$ cat config.mk
export PLATFORM = sky130hd
export DESIGN_NAME = ucode_test_monitor
export DESIGN_NICKNAME = d
export VERILOG_FILES = /design/src/rtl/ucode_test_monitor.sv
export SDC_FILE = /design/constraint.sdc
export NUM_CORES = 1
export LEC_CHECK = 0
export CAP_MARGIN = 40
export CORE_ASPECT_RATIO = 0.8
export CORE_MARGIN = 3
export CORE_UTILIZATION = 30
export DETAILED_ROUTE_END_ITERATION = 12
export GPL_TIMING_DRIVEN = 0
export PLACE_DENSITY = 0.48
export SETUP_SLACK_MARGIN = 0.15
export SLEW_MARGIN = 10
export SYNTH_ARGS = -nofsm -noshare
export SYNTH_HDL_FRONTEND = slang
export SYNTH_SLANG_ARGS = --single-unit
$ cat constraint.sdc
create_clock -name clk -period 23.4 [get_ports clk]
set_input_delay 4.68 -clock clk [delete_from_list [all_inputs] [get_ports clk]]
set_output_delay 4.68 -clock clk [all_outputs]
set_load 0.1 [all_outputs]
$ cat src/rtl/ucode_test_monitor.sv
// Microcode test monitor: watches the execute/fetch stream against programmable
// pass/skip/fail/end tables, drives skip redirects and reports run outcome.
module ucode_test_monitor #(
    parameter int PC_W  = 12,
    parameter int NPASS = 16,
    parameter int NSKIP = 4,
    parameter int NFAIL = 3,
    parameter int CNT_W = 20
) (
    input  logic                 clk,
    input  logic                 reset,
    input  logic                 start,
    input  logic                 cfg_we,
    input  logic [1:0]           cfg_sel,
    input  logic [5:0]           cfg_idx,
    input  logic [3*PC_W:0]      cfg_data,
    input  logic [CNT_W-1:0]     cfg_limit,
    input  logic                 ex_valid,
    input  logic [PC_W-1:0]      ex_pc,
    input  logic [112:1]         ex_op,
    input  logic [PC_W-1:0]      f_pc,
    output logic                 redirect,
    output logic [PC_W-1:0]      redirect_pc,
    output logic                 evt_valid,
    output logic [2:0]           evt_kind,
    output logic [5:0]           evt_idx,
    output logic [NPASS-1:0]     hit_mask,
    output logic [2:0]           state,
    output logic                 done,
    output logic [CNT_W-1:0]     cycles
);

    typedef enum logic [2:0] {
        S_IDLE    = 3'd0,
        S_RUN     = 3'd1,
        S_PASS    = 3'd2,
        S_FAIL    = 3'd3,
        S_TIMEOUT = 3'd4
    } state_t;

    localparam logic [2:0] EV_PASS = 3'd0;
    localparam logic [2:0] EV_SKIP = 3'd1;
    localparam logic [2:0] EV_FAIL = 3'd2;
    localparam logic [2:0] EV_END  = 3'd3;
    localparam logic [2:0] EV_INC  = 3'd4;
    localparam logic [2:0] EV_TMO  = 3'd5;

    state_t state_q, state_n;

    logic [NPASS-1:0]            pass_v;
    logic [NPASS-1:0][PC_W-1:0]  pass_a;
    logic [NSKIP-1:0]            skip_v;
    logic [NSKIP-1:0][PC_W-1:0]  skip_a, skip_b, skip_c;
    logic [NFAIL-1:0]            fail_v;
    logic [NFAIL-1:0][PC_W-1:0]  fail_a;
    logic                        end_v;
    logic [PC_W-1:0]             end_a;
    logic [CNT_W-1:0]            limit;

    logic [PC_W-1:0] cfg_a, cfg_b, cfg_c;
    assign cfg_a = cfg_data[PC_W:1];
    assign cfg_b = cfg_data[2*PC_W:PC_W+1];
    assign cfg_c = cfg_data[3*PC_W:2*PC_W+1];

    // Opcode fields used by the pass-label match (CONT with map 0).
    logic [3:0]      op_sqi;
    logic [1:0]      op_map;
    logic [PC_W-1:0] op_a;
    logic            unused_op;
    assign op_sqi    = ex_op[112:109];
    assign op_map    = ex_op[96:95];
    assign op_a      = PC_W'(ex_op[108:97]);
    assign unused_op = ^ex_op[94:1];

    always_ff @(posedge clk or posedge reset) begin
        if (reset) begin
            pass_v <= '0;
            pass_a <= '0;
            skip_v <= '0;
            skip_a <= '0;
            skip_b <= '0;
            skip_c <= '0;
            fail_v <= '0;
            fail_a <= '0;
            end_v  <= 1'b0;
            end_a  <= '0;
            limit  <= CNT_W'(100000);
        end else if (cfg_we) begin
            case (cfg_sel)
                2'd0: for (int i = 0; i < NPASS; i++)
                    if (cfg_idx == 6'(i)) begin
                        pass_v[i] <= cfg_data[0];
                        pass_a[i] <= cfg_a;
                    end
                2'd1: for (int i = 0; i < NSKIP; i++)
                    if (cfg_idx == 6'(i)) begin
                        skip_v[i] <= cfg_data[0];
                        skip_a[i] <= cfg_a;
                        skip_b[i] <= cfg_b;
                        skip_c[i] <= cfg_c;
                    end
                2'd2: for (int i = 0; i < NFAIL; i++)
                    if (cfg_idx == 6'(i)) begin
                        fail_v[i] <= cfg_data[0];
                        fail_a[i] <= cfg_a;
                    end
                default: begin
                    end_v <= cfg_data[0];
                    end_a <= cfg_a;
                    limit <= cfg_limit;
                end
            endcase
        end
    end

    // Table lookups; descending scans leave the lowest matching index.
    logic            fail_hit, skip_hit, pass_hit, end_hit, all_hit, tmo_hit;
    logic [5:0]      fail_idx, skip_idx, pass_idx;
    logic [PC_W-1:0] skip_pc;
    logic [NPASS-1:0] pass_sel;
    logic [CNT_W-1:0] lim_m1;

    assign lim_m1  = limit - CNT_W'(1);
    assign tmo_hit = (cycles == lim_m1);
    assign end_hit = end_v && (end_a == ex_pc);
    assign all_hit = ((pass_v & ~hit_mask) == '0);

    always_comb begin
        fail_hit = 1'b0;
        fail_idx = '0;
        for (int i = NFAIL-1; i >= 0; i--)
            if (fail_v[i] && fail_a[i] == ex_pc) begin
                fail_hit = 1'b1;
                fail_idx = 6'(i);
            end
        skip_hit = 1'b0;
        skip_idx = '0;
        skip_pc  = '0;
        for (int i = NSKIP-1; i >= 0; i--)
            if (skip_v[i] && skip_a[i] == ex_pc && skip_b[i] == f_pc) begin
                skip_hit = 1'b1;
                skip_idx = 6'(i);
                skip_pc  = skip_c[i];
            end
        pass_hit = 1'b0;
        pass_idx = '0;
        pass_sel = '0;
        if (op_sqi == 4'd14 && op_map == 2'd0)
            for (int i = NPASS-1; i >= 0; i--)
                if (pass_v[i] && pass_a[i] == op_a && !hit_mask[i]) begin
                    pass_hit    = 1'b1;
                    pass_idx    = 6'(i);
                    pass_sel    = '0;
                    pass_sel[i] = 1'b1;
                end
    end

    logic             evt_valid_n, redirect_n;
    logic [2:0]       evt_kind_n;
    logic [5:0]       evt_idx_n;
    logic [PC_W-1:0]  redirect_pc_n;
    logic [NPASS-1:0] hit_n;
    logic [CNT_W-1:0] cycles_n;

    always_comb begin
        state_n       = state_q;
        evt_valid_n   = 1'b0;
        evt_kind_n    = '0;
        evt_idx_n     = '0;
        redirect_n    = 1'b0;
        redirect_pc_n = '0;
        hit_n         = hit_mask;
        cycles_n      = cycles;
        case (state_q)
            S_RUN: begin
                // Counter parks at limit-1 so a timeout leaves cycles = limit-1.
                if (!tmo_hit && cycles != '1)
                    cycles_n = cycles + CNT_W'(1);
                if (ex_valid && fail_hit) begin
                    state_n     = S_FAIL;
                    evt_valid_n = 1'b1;
                    evt_kind_n  = EV_FAIL;
                    evt_idx_n   = fail_idx;
                end else if (ex_valid && end_hit) begin
                    state_n     = all_hit ? S_PASS : S_FAIL;
                    evt_valid_n = 1'b1;
                    evt_kind_n  = all_hit ? EV_END : EV_INC;
                end else if (tmo_hit) begin
                    state_n     = S_TIMEOUT;
                    evt_valid_n = 1'b1;
                    evt_kind_n  = EV_TMO;
                end else if (ex_valid && skip_hit && !redirect) begin
                    evt_valid_n   = 1'b1;
                    evt_kind_n    = EV_SKIP;
                    evt_idx_n     = skip_idx;
                    redirect_n    = 1'b1;
                    redirect_pc_n = skip_pc;
                end else if (ex_valid && pass_hit) begin
                    evt_valid_n = 1'b1;
                    evt_kind_n  = EV_PASS;
                    evt_idx_n   = pass_idx;
                    hit_n       = hit_mask | pass_sel;
                end
            end
            default: begin
                if (start) begin
                    state_n  = S_RUN;
                    hit_n    = '0;
                    cycles_n = '0;
                end
            end
        endcase
    end

    always_ff @(posedge clk or posedge reset) begin
        if (reset) begin
            state_q     <= S_IDLE;
            evt_valid   <= 1'b0;
            evt_kind    <= '0;
            evt_idx     <= '0;
            redirect    <= 1'b0;
            redirect_pc <= '0;
            hit_mask    <= '0;
            cycles      <= '0;
        end else begin
            state_q     <= state_n;
            evt_valid   <= evt_valid_n;
            evt_kind    <= evt_kind_n;
            evt_idx     <= evt_idx_n;
            redirect    <= redirect_n;
            redirect_pc <= redirect_pc_n;
            hit_mask    <= hit_n;
            cycles      <= cycles_n;
        end
    end

    assign state = state_q;
    assign done  = (state_q == S_PASS) || (state_q == S_FAIL) || (state_q == S_TIMEOUT);

endmodule

Word level (Yosys, flattened, before mapping)
Index checks and enable logic that the tools add are counted.

storage, ports and cells
  register bits = 490
  input bits = 206
  output and inout port bits = 63
  word-level logic and storage cells = 347

cells by class
  add/sub/neg operators = 2
  equality and inequality tests = 59
  multiplexer cells = 113
  bitwise gates (word level) = 4
  reductions and logical operators = 104

operators with widths
  kind                   number
  $mux 16                24
  $eq 12x12->1           28
  $mux 6                 27
  $mux 12                9
  $reduce_and 3->1       23
  $mux 20                3
  $logic_and 1x1->1      51
  $eq 6x4->1 const B     8
  $mux 1                 37
  $mux 3                 10
  $eq 6x3->1 const B     4
  $add 20x1->20 const B  1
  $eq 20x20->1           1
  $ne 20x20->1 const B   1
  $sub 20x1->20 const B  1
  $logic_not 1->1        18
  $and 16x16->16         1
  $logic_not 16->1       1
  $not 16->16            1
  $or 16x16->16          1
  $eq 6x2->1 const B     2
  $ne 2x2->1 const B     6
  $eq 3x2->1 const B     2
  $eq 6x1->1 const B     1
  other kinds (16)       21

Longest topological paths before layout
Gate-level depths: netlist (run 1).

  word-level depth = 27
  gate-level depth with buffers = 13
  gate-level depth less buffers = 11

Worst setup path before layout (run 1)
OpenSTA, ideal clock, no wires.

  path type = flip-flop to output port
  start = reg state_q[1], in the netlist state[1]
  end = out done
  data arrival time = 3.246 ns
  required time = 18.720 ns
  slack = 15.474 ns
  stages on the path, launching flop included = 3
  buffers on the path = 0
  path through = dfrtp_1 inv_1 o21ai_0

on the way
  cells in the longest elaborated chain, start to end = 3
  elaborated cells on any way between the ends = 5
  classes of those cells = eq/ne: 3; reduce/logical: 2

ends and longest elaborated chain
  item                      RTL line  text
  start: declaration        48        state_t state_q, state_n;
  start signal: assignment  226       state_q <= state_n;
  $eq 3x2->1                238       assign done = (state_q == S_PASS) || (state_q == S_FAIL) || (state_q == S_TIMEOUT);
  $logic_or 1x1->1          238
  $logic_or 1x1->1 (*)      238
  end: declaration          29        output logic done,

Every way passes the cells marked *; elsewhere a longest branch is shown, timed or not.

Worst setup path after layout (run 1)
  start = in ex_op[104] (netlist bit)
  end = reg hit_mask[11]

on the way
  cells in the longest elaborated chain, start to end = 26
  elaborated cells on any way between the ends = 91
  classes of those cells = eq/ne: 17; mux: 39; bitwise: 1; reduce/logical: 34

ends and longest elaborated chain
  item                            RTL line  text
  start: declaration              20        input logic [112:1] ex_op,
  $eq 12x12->1                    150       if (pass_v[i] && pass_a[i] == op_a && !hit_mask[i]) begin
  $logic_and 1x1->1 (2 in a row)  150
  $mux 16 (15 in a row)           150
  $mux 16                         148       if (op_sqi == 4'd14 && op_map == 2'd0)
  $or 16x16->16                   202       hit_n = hit_mask | pass_sel;
  $mux 16                         198       end else if (ex_valid && pass_hit) begin
  $mux 16                         192       end else if (ex_valid && skip_hit && !redirect) begin
  $mux 16                         188       end else if (tmo_hit) begin
  $mux 16                         184       end else if (ex_valid && end_hit) begin
  $mux 16                         179       if (ex_valid && fail_hit) begin
  $mux 16                         174       case (state_q)
  end signal: assignment          232       hit_mask <= hit_n;
  end: declaration                27        output logic [NPASS-1:0] hit_mask,

Parallel ways exist; a longest one is shown, timed or not. The select of a mux whose other input is x is not followed.
A chain may end at the register's enable or synchronous reset.

==> results_dict.tcl, run 1 <==
set metrics [dict create \
    num_vias 16900 \
    start_kind "input port" \
    synth-compound-area-share_pct 3.02 \
    clock-sinks 488 \
    ff2ff_setup_slack_ns 19.55 \
    finalNetCount 2497 \
    worstSkewPairLatency_ns 0.60 \
    crit_type "input port to flop" \
    maxSlewHeadroom_pct 35.9 \
    grt_overflow 0 \
    crit_fanout 10 \
    setup_tns_ns 0 \
    antenna_found_initial 6 \
    endpoint_kind "flop" \
    core-area_um2 79200 \
    max_clock_freq_mhz 126 \
    reg2reg_from "limit[2]" \
    synthXorXnorAreaFrac_pct 13.4 \
    fin_worst_skew_ns 0.0184 \
    multi_input_area_um2 11300 \
    path_clk_slew_ns 0.06 \
    synth.cell_area_um2 24100 \
    cts_tree "done" \
    wl_um 77900 \
    cts_max_path_buffers 3 \
    finalWeightedCongestion 0.871 \
    yosysUniqueCellTypes 64 \
    max_stage_delay_ns 0.53 \
    fillerInstances 7678 \
    routedWlPerCell_um 23.1 \
    synthCells 1991 \
    worstRegToRegCells 12 \
    r2r-end "hit_mask[11]" \
    cts_resized 0 \
    hp-class "flop to flop" \
    htreeDepth 2 \
    area_growth_pct 25.1 \
    hold_buffers 0 \
    drive_above_1_share_pct 28.3 \
    place_area_um2 28400 \
    regArea_um2 12200 \
    power-per-cell-area_nw_per_um2 71.4 \
    finish.instance_area_um2 30100 \
    drc 0 \
    whs_endpoint "pass_v[1]" \
    place_inst 3267 \
    dp_hpwl_um 57100 \
    rows 92 \
    cts_inserted_buffers 54 \
    die_y_um 259 \
    hold_viol_final 0 \
    initial_core_util_pct 30.4 \
    port-buffer-count 147 \
    dieWidth_um 323 \
    synth.most_common_cell "dfrtp_1" \
    period_needed_ns 7.92 \
    crit_arrival_ns 8.45 \
    outcome "finished clean" \
    worst_slew_pin_slew_ns 0.952 \
    gr-usage-all-layers_pct 18.5 \
    muxShareOfSynthArea_pct 20.4 \
    io_pins 269 \
    report.final.slew_viol_count 0 \
    drtPass1Iterations 5 \
    fin_cells 3367 \
    ant_nets 0 \
    ys.flop_type "dfrtp_1" \
    synth.area.top_cells "dfrtp_1, mux2_2, xor2_1, xnor2_1, nor4_1" \
    avgSynthCellArea_um2 12.1 \
    grt_max_degree 114 \
    min_from "pass_v[1]" \
    vias_per_cell 5.01 \
    finalCritPeriodShare_pct 33.9 \
    grt_pass1_wl_um 115000 \
    yosysTopAreaCell "dfrtp_1" \
    netlist_top_cells_count "dfrtp_1, mux2_2, xor2_1, xnor2_1, nor2_1" \
    cpMaxStageDelayCell "nor4b_4" \
    cp.required_ns 23.93 \
    finalPower_mw 2.15 \
    die-area_um2 83700 \
    synth_simple_gate_area_share_pct 9.67 \
    path_cells "buf_2, buf_1, buf_8, xor2_1, nor4_1, nand4_1, nand4_1, nor4_1, nor2_1, nor4b_4, buf_2, a31oi_1, nor2_1" \
    cts_setup_buffers 0 \
    ys_seq_elements 488 \
    hold_depth 1 \
    synth_top_family_by_area "multiplexers" \
    vdd_drop_max_v 0.0000555 \
    n_antenna_cell 0 \
    synth_edf_count 0 \
    synth_fa_ha_area_share_pct 0.104 \
    async_flop_share_pct 100 \
    p_leak_nw 13.9 \
    drt_iter0_markers 1145 \
    synth_top_area_share_pct 50.1 \
    rsz0062_at_grt "false" \
    cts-root-buf "clkbuf_16" \
    grt_pass1_vias 17500 \
    cap_violations 0 \
    yosys_warnings 0 \
    ys_seq_area_share_pct 50.7 \
    setup_viol 0 \
]
[worst max path at each step]
| stage | startpoint | endpoint | slack, ns | depth (start not counted) |
|---|---|---|---|---|
| 2_1_floorplan | reset | cycles[0] | 5.11 | 1 |
| 3_3_place_gp | reset | skip_b[45] | -1.42 | 2 |
| 3_5_place_dp | f_pc[9] | evt_idx[0] | 14.93 | 12 |
| 4_1_cts | f_pc[9] | evt_idx[0] | 15.56 | 12 |
| 5_1_grt | f_pc[9] | redirect_pc[9] | 15.34 | 12 |
| 6_report | ex_op[104] | hit_mask[11] | 15.48 | 13 |
[worst max-delay path, delay by kind of cell]
family                 cells  cell delay (ns)
AND/OR/NAND/NOR            7             2.16
buffers and inverters      4             1.36
AO/OA/AOI/OAI              1             0.13
XOR/XNOR                   1             0.08
[per-stage QoR]
step,worst slack (ns),hold WS (ns),utilization (%)
6_report,15.48,0.501,38.1
5_1_grt,15.34,0.519,38.1
4_1_cts,15.56,0.501,38.1
3_5_place_dp,14.93,0.487,35.8
3_3_place_gp,-1.42,0.483,33.9
2_1_floorplan,5.11,0.471,-
[area by class of cell]
type,instances,share of cell area [%]
tap,1034,4.29
buffer,134,1.86
clock buffer,92,5.67
timing repair buffer,241,9.88
multi-input combinational,1353,37.4
clock inverter,8,0.141
inverter,17,0.237
sequential,488,40.5
[metal layers]
layer	global-route usage [%]	up-vias	share of wire [%]
li1	-	7571	-
met1	27.8	8808	50
met2	28.2	401	44
met3	2.84	80	4.8
met4	3.18	4	1.2
met5	0	-	0.033
[registers in the layout (all words and copies together) (netlist names), 12 cells and up]
register,count
pass_a,192
skip_a,48
skip_b,48
skip_c,48
fail_a,36
cycles,20
limit,20
hit_mask,16
pass_v,16
end_a,12
redirect_pc,12
[placed cells by master, fill, tap and decap left out, types with 31 or more instances in the layout]
cell type,count
xnor2_1,144
buf_8,60
xor2_1,225
nand2_1,75
nor3_1,40
mux2_2,428
nand3_1,40
clkbuf_16,57
buf_2,31
clkdlybuf4s50_1,147
nand4_1,52
a21oi_1,33
buf_1,31
clkbuf_1,89
nor4_1,52
dfrtp_1,482
nor2_1,83
[kinds of logic (layout without fill, tap and decap cells)]
group           count (synthesis)  in the layout
compound gates                109            109
xor+xnor                      369            369
fa+ha+maj                       2              2
buf+inv                       151            492
flops                         488            488
mux                           438            438
other cells                     1              2
simple gates                  433            433
[report_power, final]
part,leakage (nW),internal [mW],total [mW],switching [mW]
clock,0.861,0.492,0.843,0.351
combinational,6.44,0.152,0.366,0.213
sequential,6.63,0.897,0.943,0.0453
total,13.9,1.54,2.15,0.610
Note: power is estimated with default switching activity, not from simulation.
==> run 2, diff against run 1 <==
==> constraint.sdc (replaced) <==
create_clock -name clk -period 8 [get_ports clk]
set_input_delay 1.6 -clock clk [delete_from_list [all_inputs] [get_ports clk]]
set_output_delay 1.6 -clock clk [all_outputs]
set_load 0.1 [all_outputs]
==> run 2 against run 1 <==
  * Final area is 0.67% higher
  * Sequential power increased to 2.9 times the previous value
  * Clock skew is 0.0071 ns higher
  * Count of clock-buffer cells in the layout is 10 lower
  * Utilization up 0.25 points
  * Final cell count grew 0.21%
  * Critical path type unchanged
  * Combinational power rose to 3.0 times the previous value
==> results_dict.tcl, run 2 (same netlist as run 1, synthesis figures left out) <==
set metrics [dict create \
    core-area_um2 79200 \
    drive_above_1_share_pct 28.8 \
    fin_worst_skew_ns 0.0256 \
    gr-usage-all-layers_pct 18.6 \
    cts_setup_buffers 0 \
    p_sw_share_pct 28.7 \
    final_cell_mix "dfrtp_1, mux2_2, xor2_1, clkdlybuf4s50_1, xnor2_1" \
    reg2reg_from "limit[2]" \
    p_leak_nw 14.0 \
    io_pins 269 \
    report.final.slew_viol_count 0 \
    cap_violations 0 \
    grt_overflow 0 \
    hold_buffers 0 \
    power_frac_comb_pct 17.1 \
    rsz0062_at_grt "false" \
    start_kind "input port" \
    hold_viol_final 0 \
    antenna_found_initial 8 \
    crit_type "input port to flop" \
    whs_endpoint "skip_c[45]" \
    vias_per_cell 4.98 \
    drtPass1Iterations 5 \
    cts_tree "done" \
    place_area_um2 28500 \
    cp.required_ns 8.55 \
    min_from "skip_c[45]" \
    finalPower_mw 6.35 \
    endpoint_kind "flop" \
    maxSlewHeadroom_pct 37.6 \
    fin_cells 3374 \
    grt_pass1_wl_um 117000 \
    routedWlPerCell_um 23.2 \
    crit_arrival_ns 5.38 \
    utilization_pct 38.3 \
    power-per-cell-area_nw_per_um2 209 \
    crit_path_start "f_pc[9]" \
    worstRegToRegCells 12 \
    finish.instance_area_um2 30300 \
    dieWidth_um 323 \
    die-area_um2 83700 \
    num_vias 16800 \
    power_frac_clock_pct 39.5 \
    hp-class "flop to flop" \
    r2r-end "hit_mask[11]" \
    largest_register_ff_count 192 \
    grt_max_degree 39 \
    die_y_um 259 \
    vdd_drop_max_v 0.000203 \
    worst_slew_pin_slew_ns 0.936 \
    ant_nets 0 \
    setup_tns_ns 0 \
    crit_fanout 10 \
    place_inst 3272 \
    hold_depth 1 \
    seq_power_share_pct 43.4 \
    cts_max_path_buffers 3 \
    grt_pass1_vias 17500 \
    worstSkewPairLatency_ns 0.62 \
    initial_core_util_pct 30.4 \
    hold_ws_ns 0.505 \
    pre_cts_ws_ns 2.49 \
    power.internal_mw 4.53 \
    finalCritPeriodShare_pct 60.4 \
    fillerInstances 7665 \
    layout_commonest_cell "dfrtp_1" \
    finalWeightedCongestion 0.851 \
    postLayoutSetupSlackWorst_ns 3.17 \
    clock-sinks 488 \
    period_needed_ns 4.83 \
    top_register "pass_a" \
    path_clk_slew_ns 0.06 \
    area_growth_pct 26.0 \
    outcome "finished clean" \
    htreeDepth 2 \
    finalNetCount 2507 \
    wl_um 78400 \
    max_clock_freq_mhz 207 \
    cts-root-buf "clkbuf_16" \
    cts_inserted_buffers 55 \
    cts_resized 0 \
    rows 92 \
    drt_iter0_markers 1030 \
    port-buffer-count 147 \
    drc 0 \
    ff2ff_setup_slack_ns 4.11 \
    p_switching_mw 1.82 \
    dp_hpwl_um 57800 \
    setup_viol 0 \
]
## run 2: metal layers
metal,global-route usage [%],wire length (um),vias up
li1,-,-,7590
met1,27.3,38400,8671
met2,27.6,33600,413
met3,4.15,4380,118
met4,5.10,1940,12
met5,0,77,-
## run 2: power by group through the flow
stage	clock [mW]	combinational [mW]	sequential, mW
after global routing	2.69	1.17	2.78
final	2.51	1.09	2.76
after CTS	2.58	1.09	2.76
after floorplan	0	0.511	2.93
after detailed placement	0	1.09	2.80
after global placement	0	0.951	2.80
## run 2: how the worst max path moves through the flow
stage / endpoint / slack [ns] / cells after the start
after global routing: redirect_pc[9] / 3.01 / 12
final: evt_idx[0] / 3.17 / 12
after CTS: hit_mask[11] / 3.14 / 13
after global placement: skip_b[41] / -3.73 / 2
after floorplan: cycles[0] / -0.21 / 1
after detailed placement: hit_mask[2] / 2.49 / 13
## run 2: final cells by class
| cell class | count | area, um^2 | share of cell area [%] |
|---|---|---|---|
| antenna | 1 | 2.50 | 0.00825 |
| buffer | 134 | 559 | 1.84 |
| clock buffer | 82 | 1610 | 5.30 |
| clock inverter | 15 | 155 | 0.511 |
| inverter | 17 | 67.6 | 0.223 |
| multi-input combinational | 1353 | 11300 | 37.1 |
| sequential | 488 | 12200 | 40.3 |
| tap | 1034 | 1290 | 4.26 |
| timing repair buffer | 250 | 3160 | 10.4 |
## run 2: worst max-delay path: stages
cell,delay (ns)
clkdlybuf4s50_1,0.52
xnor2_1,0.42
nand4_1,0.14
nor4_1,0.52
and4_1,0.29
clkbuf_1,0.50
o41a_1,0.34
inv_1,0.05
or3_1,0.30
buf_4,0.17
nor3_1,0.34
a211o_1,0.17
